==> src/rtl/conv_pkg.sv <==
// +--------------------------------------------------------------------------+
// | conv_pkg : shared types and constants for the conv code source           |
// | Revision : 1.0  initial release                                          |
// +--------------------------------------------------------------------------+
`default_nettype none

package conv_pkg;

  typedef enum logic [1:0] {
    IDLE  = 2'd0,
    OFFER = 2'd1,
    GAP   = 2'd2,
    FIN   = 2'd3
  } state_t;

  localparam logic [3:0] BIN_MAX = 4'd15;
  localparam logic [3:0] BCD_MAX = 4'd9;

  function automatic logic [3:0] code_max(input logic mode_bcd);
    return mode_bcd ? BCD_MAX : BIN_MAX;
  endfunction

endpackage

`default_nettype wire

==> src/rtl/conv_code_step.sv <==
// +--------------------------------------------------------------------------+
// | conv_code_step : combinational next-code / last-code detect              |
// | Revision : 1.0  initial release                                          |
// +--------------------------------------------------------------------------+
`default_nettype none

module conv_code_step
  import conv_pkg::*;
(
  input  logic [3:0] code,
  input  logic       mode_bcd,
  input  logic       dir_down,
  output logic [3:0] next_code,
  output logic       is_last
);

  logic [3:0] w_max;

  assign w_max = code_max(mode_bcd);

  always_comb begin
    next_code = code;
    is_last   = 1'b0;
    if (dir_down) begin
      is_last   = (code == 4'd0);
      next_code = is_last ? w_max : code - 4'd1;
    end else begin
      is_last   = (code == w_max);
      next_code = is_last ? 4'd0 : code + 4'd1;
    end
  end

endmodule

`default_nettype wire

==> src/rtl/conv_code_src.sv <==
// +--------------------------------------------------------------------------+
// | conv_code_src : sequenced 4-bit code source with valid/ready and gap     |
// | Option   : CONV_SRC_PARITY_EN adds registered parity_out = ^code_out     |
// | Revision : 1.0  initial release                                          |
// +--------------------------------------------------------------------------+
`default_nettype none

module conv_code_src
  import conv_pkg::*;
#(
  parameter int GAP_W   = 4,
  parameter int GAP_MAX = 15
) (
  input  logic             clk,
  input  logic             rst,
  input  logic             start,
  input  logic             stop,
  input  logic             mode_bcd,
  input  logic             dir_down,
  input  logic             loop,
  input  logic [GAP_W-1:0] gap_cycles,
  input  logic             ready,
  output logic [3:0]       code_out,
  output logic             valid,
  output logic             busy,
`ifdef CONV_SRC_PARITY_EN
  output logic             parity_out,
`endif
  output logic             done
);

  localparam logic [GAP_W:0]   c_gap_max_ext = GAP_MAX[GAP_W:0];
  localparam logic [GAP_W-1:0] c_gap_max     = GAP_MAX[GAP_W-1:0];

  state_t           r_state, w_state_nxt;
  logic [3:0]       r_code, w_code_nxt;
  logic [GAP_W-1:0] r_gap_cnt, w_gap_cnt_nxt;
  logic [GAP_W-1:0] r_gap_len;
  logic [GAP_W-1:0] w_gap_sat;
  logic             r_mode_bcd, r_dir_down, r_loop;
  logic             w_cfg_load;
  logic [3:0]       w_step_code;
  logic             w_is_last;
  logic [3:0]       w_load_code;

  conv_code_step u_step (
    .code      (r_code),
    .mode_bcd  (r_mode_bcd),
    .dir_down  (r_dir_down),
    .next_code (w_step_code),
    .is_last   (w_is_last)
  );

  assign w_gap_sat   = ({1'b0, gap_cycles} > c_gap_max_ext) ? c_gap_max : gap_cycles;
  assign w_load_code = dir_down ? code_max(mode_bcd) : 4'd0;
  assign w_cfg_load  = (r_state == IDLE) && start && !stop;

  always_comb begin
    w_state_nxt   = r_state;
    w_code_nxt    = r_code;
    w_gap_cnt_nxt = r_gap_cnt;
    case (r_state)
      IDLE: begin
        if (w_cfg_load) begin
          w_state_nxt = OFFER;
          w_code_nxt  = w_load_code;
        end
      end
      OFFER: begin
        if (stop) begin
          w_state_nxt = IDLE;
        end else if (ready) begin
          if (w_is_last && !r_loop) begin
            w_state_nxt = FIN;
          end else if (r_gap_len == '0) begin
            w_code_nxt = w_step_code;
          end else begin
            w_state_nxt   = GAP;
            w_gap_cnt_nxt = r_gap_len;
          end
        end
      end
      GAP: begin
        if (stop) begin
          w_state_nxt   = IDLE;
          w_gap_cnt_nxt = '0;
        end else if (r_gap_cnt <= GAP_W'(1)) begin
          // Last gap cycle: the next code is offered on the following clock.
          w_state_nxt   = OFFER;
          w_code_nxt    = w_step_code;
          w_gap_cnt_nxt = '0;
        end else begin
          w_gap_cnt_nxt = r_gap_cnt - GAP_W'(1);
        end
      end
      FIN:     w_state_nxt = IDLE;
      default: w_state_nxt = IDLE;
    endcase
  end

  always_ff @(posedge clk or posedge rst) begin
    if (rst) begin
      r_state    <= IDLE;
      r_code     <= 4'd0;
      r_gap_cnt  <= '0;
      r_gap_len  <= '0;
      r_mode_bcd <= 1'b0;
      r_dir_down <= 1'b0;
      r_loop     <= 1'b0;
    end else begin
      r_state   <= w_state_nxt;
      r_code    <= w_code_nxt;
      r_gap_cnt <= w_gap_cnt_nxt;
      if (w_cfg_load) begin
        r_gap_len  <= w_gap_sat;
        r_mode_bcd <= mode_bcd;
        r_dir_down <= dir_down;
        r_loop     <= loop;
      end
    end
  end

  assign code_out = r_code;
  assign valid    = (r_state == OFFER);
  assign busy     = (r_state != IDLE);
  assign done     = (r_state == FIN);

`ifdef CONV_SRC_PARITY_EN
  logic r_parity;

  always_ff @(posedge clk or posedge rst) begin
    if (rst) r_parity <= 1'b0;
    else     r_parity <= ^w_code_nxt;
  end

  assign parity_out = r_parity;
`endif

endmodule

`default_nettype wire
==> config.mk <==
export PLATFORM = sky130hd
export DESIGN_NAME = conv_code_src
export DESIGN_NICKNAME = d
export VERILOG_FILES = /design/src/rtl/conv_pkg.sv /design/src/rtl/conv_code_step.sv /design/src/rtl/conv_code_src.sv
export SDC_FILE = /design/constraint.sdc
export NUM_CORES = 1
export LEC_CHECK = 0
export ABC_AREA = 0
export CAP_MARGIN = 10
export CORE_UTILIZATION = 40
export CTS_CLUSTER_SIZE = 16
export DETAILED_ROUTE_END_ITERATION = 8
export GPL_TIMING_DRIVEN = 0
export PLACE_DENSITY = 0.73
export SLEW_MARGIN = 15
export SYNTH_ARGS = -nofsm -noshare
export SYNTH_HDL_FRONTEND = slang
export SYNTH_SLANG_ARGS = --single-unit
==> constraint.sdc <==
create_clock -name clk -period 7 [get_ports clk]
set_clock_uncertainty 0.15 [all_clocks]
set_input_delay 2.1 -clock clk [delete_from_list [all_inputs] [get_ports clk]]
set_output_delay 2.1 -clock clk [all_outputs]
set_load 0.02 [all_outputs]
# Word-level counts from Yosys, hierarchy flattened
# Index checks and enable logic that the tools add are counted.
[totals]
output_inout_bits = 7
wordCells = 70
register_bits = 17
[op_classes]
add_sub_neg = 3
eq_ne = 15
order_cmp = 1
n_mux = 30
reduce_logical = 14
[op_table]
columns = ["operator", "n"]
rows = [
  ["$mux 4", 17],
  ["$mux 2", 7],
  ["$ne 2x2->1 const B", 7],
  ["$pmux 4 s3", 1],
  ["$logic_not 4->1", 2],
  ["$pmux 2 s4", 1],
  ["$pmux 4 s2", 1],
  ["$reduce_and 8->1", 1],
  ["$sub 4x1->4 const B", 2],
  ["$mux 3", 2],
  ["$ne 3x3->1 const B", 2],
  ["$reduce_and 5->1", 1],
  ["$add 4x1->4 const B", 1],
  ["$eq 2x2->1 const B", 2],
  ["$eq 4x4->1", 1],
  ["$le 4x1->1 const B", 1],
  ["$ne 4x4->1 const B", 1],
  ["$reduce_and 4->1", 1],
  ["$reduce_bool 2->1", 2],
  ["$logic_and 1x1->1", 3],
  ["$reduce_bool 3->1", 1],
  ["$eq 2x1->1 const B", 1],
  ["$logic_not 1->1", 2],
  ["$logic_not 2->1", 1],
  ["other kinds (2)", 2],
]

# Logic depth before layout (Yosys ltp)
[logic_depth]
ltp_word = 9
ltp_mapped = 8
mapped_depth_nobuf = 7

# Cells and area by module
# A second synthesis with hierarchy kept.
[hier_totals]
cells_unflattened = 122
area_unflattened_um2 = 1236.2
[by_module_without_submodules]
columns = ["mod", "cells_per_inst", "area_per_inst_um2", "n_inst", "seq_area_each_um2"]
rows = [
  ["conv_code_src", 88, 1007.2, 1, 425.4],
  ["conv_code_step", 34, 229.0, 1, 0.0],
]

# Worst setup path after synthesis
# Ideal clock, no wire load.
[synth_timing]
path_type = "input port to flip-flop"
from = "input port stop"
to = "register r_state[1]"
arrival_time_ns = 3.152
path_buffers = 0
slack_ns = 3.573
stages = 5
path_cell_list = "inv_1 nand2_1 or4_1 o2111ai_2 mux2_4"
[synth_between]
elab_chain_cells = 4
elab_cells_between_ends = 10
cone_classes = "eq/ne: 4; mux: 3; reduce/logical: 3"
[synth_rtl]
columns = ["item", "line", "text"]
rows = [
  ["from (decl)", "conv_code_src.sv:17", "input logic stop,"],
  ["$logic_not 1->1", "conv_code_src.sv:56", "assign w_cfg_load = (r_state == IDLE) && start && !stop;"],
  ["$logic_and 1x1->1", "conv_code_src.sv:56", ""],
  ["$ne 2x2->1 (no source line)", "-", ""],
  ["$reduce_and 4->1 (no source line)", "-", ""],
  ["to (signal assigned)", "conv_code_src.sv:111", "r_state <= w_state_nxt;"],
  ["to (decl)", "conv_code_src.sv:35", "state_t r_state, w_state_nxt;"],
]
# Several ways; a longest one is shown, not always the timed one.
# A chain may end at the register's enable or synchronous reset.

# Final worst setup path
[layout_timing]
from = "register r_state[1]"
to = "output port valid"
[layout_between]
elab_chain_cells = 1
[layout_rtl]
columns = ["item", "line", "text"]
rows = [
  ["$eq 2x1->1", "conv_code_src.sv:124", "assign valid = (r_state == OFFER);"],
  ["to (decl)", "conv_code_src.sv:24", "output logic valid,"],
]
# Every way passes these cells.

==> flow_summary_export.csv <==
group,metric,value,unit
sta,timing.final.crit_period,4.03,ns
synth,syn_avg_cell_area,9.48,µm²
clocking,clkLatencyLatePin,0.29,ns
die,fp.dieH,57.7,µm
sta,setup_tns,0,ns
hold_path,hold_class,"flip-flop to flip-flop",
die,dieArea,3330,µm²
synth,ys_types,41,
clocking,cts-hold-fix-buffers,0,
clocking,cts_setup_buffers,0,
routing,routed-via-count,1021,
finish,final_cell_area,1490,µm²
job,cap_violations,0,
sta,timing.fmax,248,MHz
setup_path,worst_ep_arrival_time,1.78,ns
routing,wl_per_cell,13.9,µm
place,portBuffers,18,
clocking,cts.repair.resized,0,
finish,final_nets,175,
sta,rsz0062_at_grt,"no",
clocking,clk_pin_slew_worst_paths,0.11,ns
power,p_leak,0.641,nW
sta,hold_viol,0,
power,total_power,0.666,mW
routing,vias_per_cell,5.55,
clocking,cts_sinks,17,
synth,syn_area,1240,µm²
place,placed_cells,180,
sta,setup_ws,2.97,ns
clocking,root_buffer,"clkbuf_4",
clocking,h-tree-depth,1,
setup_path,path_max_fanout,7,
routing,ant_nets,0,
setup_path,end_kind,"primary output",
power,ir_drop,0.208,mV
sta,worst_slew_pin_slew,0.897,ns
synth,ys_seq_area_share,34.2,%
grt,grt_usage,18.0,%
finish,layout_commonest_cell,"clkdlybuf4s50_1",
finish,final_layout_size_suffix_gt1_share,13.7,%
routing,dr.pass1.iters,6,
clocking,numCtsBuffers,3,
place,dpl-instance-area,1460,µm²
routing,wirelength,2570,µm
power,p_per_area,447,nW/µm²
finish,diodes,0,
grt,grt_max_degree,18,
die,coreArea,2850,µm²
finish,area_growth,19.8,%
die,die_width,57.7,µm
synth,yosysWarnings,0,
die,start_util,43.6,%
grt,overflow,0,
finish,layout_common_cells,"18 x clkdlybuf4s50_1, 17 x dfrtp_1, 12 x inv_1, 12 x nor2_1",
setup_path,startpoint_type,"flip-flop",
finish,finalNonFillerCells,184,
grt,grt_antenna_before_repair,0,
place,post-dp-hpwl,1960,µm
routing,post-route-drc-count,2,
run_status,outcome,"finished, violations left",
sta,slew_headroom,39.2,%
grt,first_global_vias,994,
die,ioPinCount,19,
setup_path,cp.required,4.75,ns
setup_path,criticalPathCategory,"flip-flop to primary output",
die,fp-row-count,19,
sta,setup_viol,0,
clocking,cts_tree,"built",
place,dpl_worst_slack,2.99,ns
routing,drt_iter0_markers,32,
setup_path,worstPathCellList,"inv_1, ha_1, clkdlybuf4s50_1",
grt,grt_pass1_wl,4580,µm
setup_path,cp_slowest_cell,"clkdlybuf4s50_1",
place,place_congestion,0.896,
run_status,violations,"design-rule violations",
synth,syn-instance-count,131,
setup_path,critPathMaxStageDelay,0.65,ns
clocking,cts_buffer_depth,2,
sta,post-route-period-util,57.5,%
synth,syn-num-nets,152,
sta,slew_viol_final,0,
synth,ys_seq_elements,17,
==> per-layer routing <==
layer  vias up  track usage (%)  routed length [µm]
li1        514                -                   -
met1       486             23.2                1120
met2        19             30.9                1350
met3         2             2.68                  77
met4         0             6.12                  13
met5         -                0                   0
==> layout make-up <==
cell class / count / area, µm²
fillers: 282 / 1360
repair buffers: 18 / 180
multi-input cells: 98 / 753
inverters: 12 / 45.0
well taps: 31 / 38.8
plain buffers: 4 / 18.8
clock inverters: 1 / 5.00
flip-flops and latches: 17 / 425
clock buffers: 3 / 22.5
==> flip-flops by register name, summed over array words and instances (netlist names) <==
register	count
code_out	4
r_loop	1
r_mode_bcd	1
r_gap_cnt	4
r_state	2
r_gap_len	4
r_dir_down	1
==> cells by family (layout without fill, tap and decap cells) <==
| logic type | count (synthesis) | after routing | share of synthesized area, % |
|---|---|---|---|
| and+or+nand+nor | 42 | 42 | 19.6 |
| DFF | 17 | 17 | 34.2 |
| AOI/OAI and AO/OA | 34 | 34 | 20.1 |
| buffers and inverters | 16 | 38 | 5.14 |
| adders and majority gates | 9 | 9 | 9.06 |
| muxes | 13 | 13 | 11.8 |
==> cell usage after synthesis (all sizes together) <==
master	count	share of area (%)
a311oi	1	0.71
inv	12	3.6
or4	3	2.1
a21oi	8	3.2
and3b	1	0.71
nand3b	3	1.8
o22ai	2	1.0
o2bb2ai	2	1.4
o2111a	1	0.91
nor2	12	3.6
a22o	2	1.4
buf	1	0.60
o211ai	1	0.60
nand4bb	1	0.91
nor3b	3	2.2
a211oi	1	1.6
nor3	2	0.81
a21o	2	1.2
o21ai	5	2.0
mux2i	3	2.4
or3	1	0.50
a31oi	4	2.0
nand2	5	1.5
nand3	2	0.81
clkbuf	3	0.91
o311ai	1	0.71
or2b	1	0.60
o2111ai	2	1.9
mux2	10	9.4
o21a	1	0.60
dfrtp	17	34
nor2b	3	1.5
nand2b	4	2.0
or2	1	0.50
o21ba	1	0.81
ha	9	9.1
==> per-stage QoR <==
step / utilization (%) / hold WS [ns]
detailed placement: 51.2 / 0.389
global route: 52.2 / 0.447
global placement: 51.2 / 0.382
finish: 52.2 / 0.407
CTS: 52.2 / 0.414
floorplan: - / 0.354
==> worst max-delay path: cells and delay by family, from the launching register on <==
kind / cells / cell delay (ns)
DFF: 1 / 0.43
buffers and inverters: 2 / 0.76
adders and majority gates: 1 / 0.29
==> power breakdown <==
group | switching (mW) | internal [mW]
registers | 0.0494 | 0.147
clock network | 0.0327 | 0.0212
logic | 0.210 | 0.205
total | 0.292 | 0.374
==> worst paths after layout <==
path | slack [ns] | start | endpoint | cells past startpoint
max in group asynchronous | 4.22 | rst | code_out[2]$_DFFE_PP0P_ | 2
worst max-delay path | 2.97 | r_state[1]$_DFFE_PP0P_ | valid | 3
worst min-delay path | 0.41 | r_gap_len[1]$_DFFE_PP0P_ | r_gap_len[1]$_DFFE_PP0P_ | 1
min in group asynchronous | 2.05 | rst | r_gap_cnt[3]$_DFFE_PP0P_ | 2
worst max register to register | 4.50 | code_out[0]$_DFFE_PP0P_ | r_state[1]$_DFFE_PP0P_ | 8
worst min register to register | 0.41 | r_gap_len[1]$_DFFE_PP0P_ | r_gap_len[1]$_DFFE_PP0P_ | 1
Power figures use the tool's default switching activity.
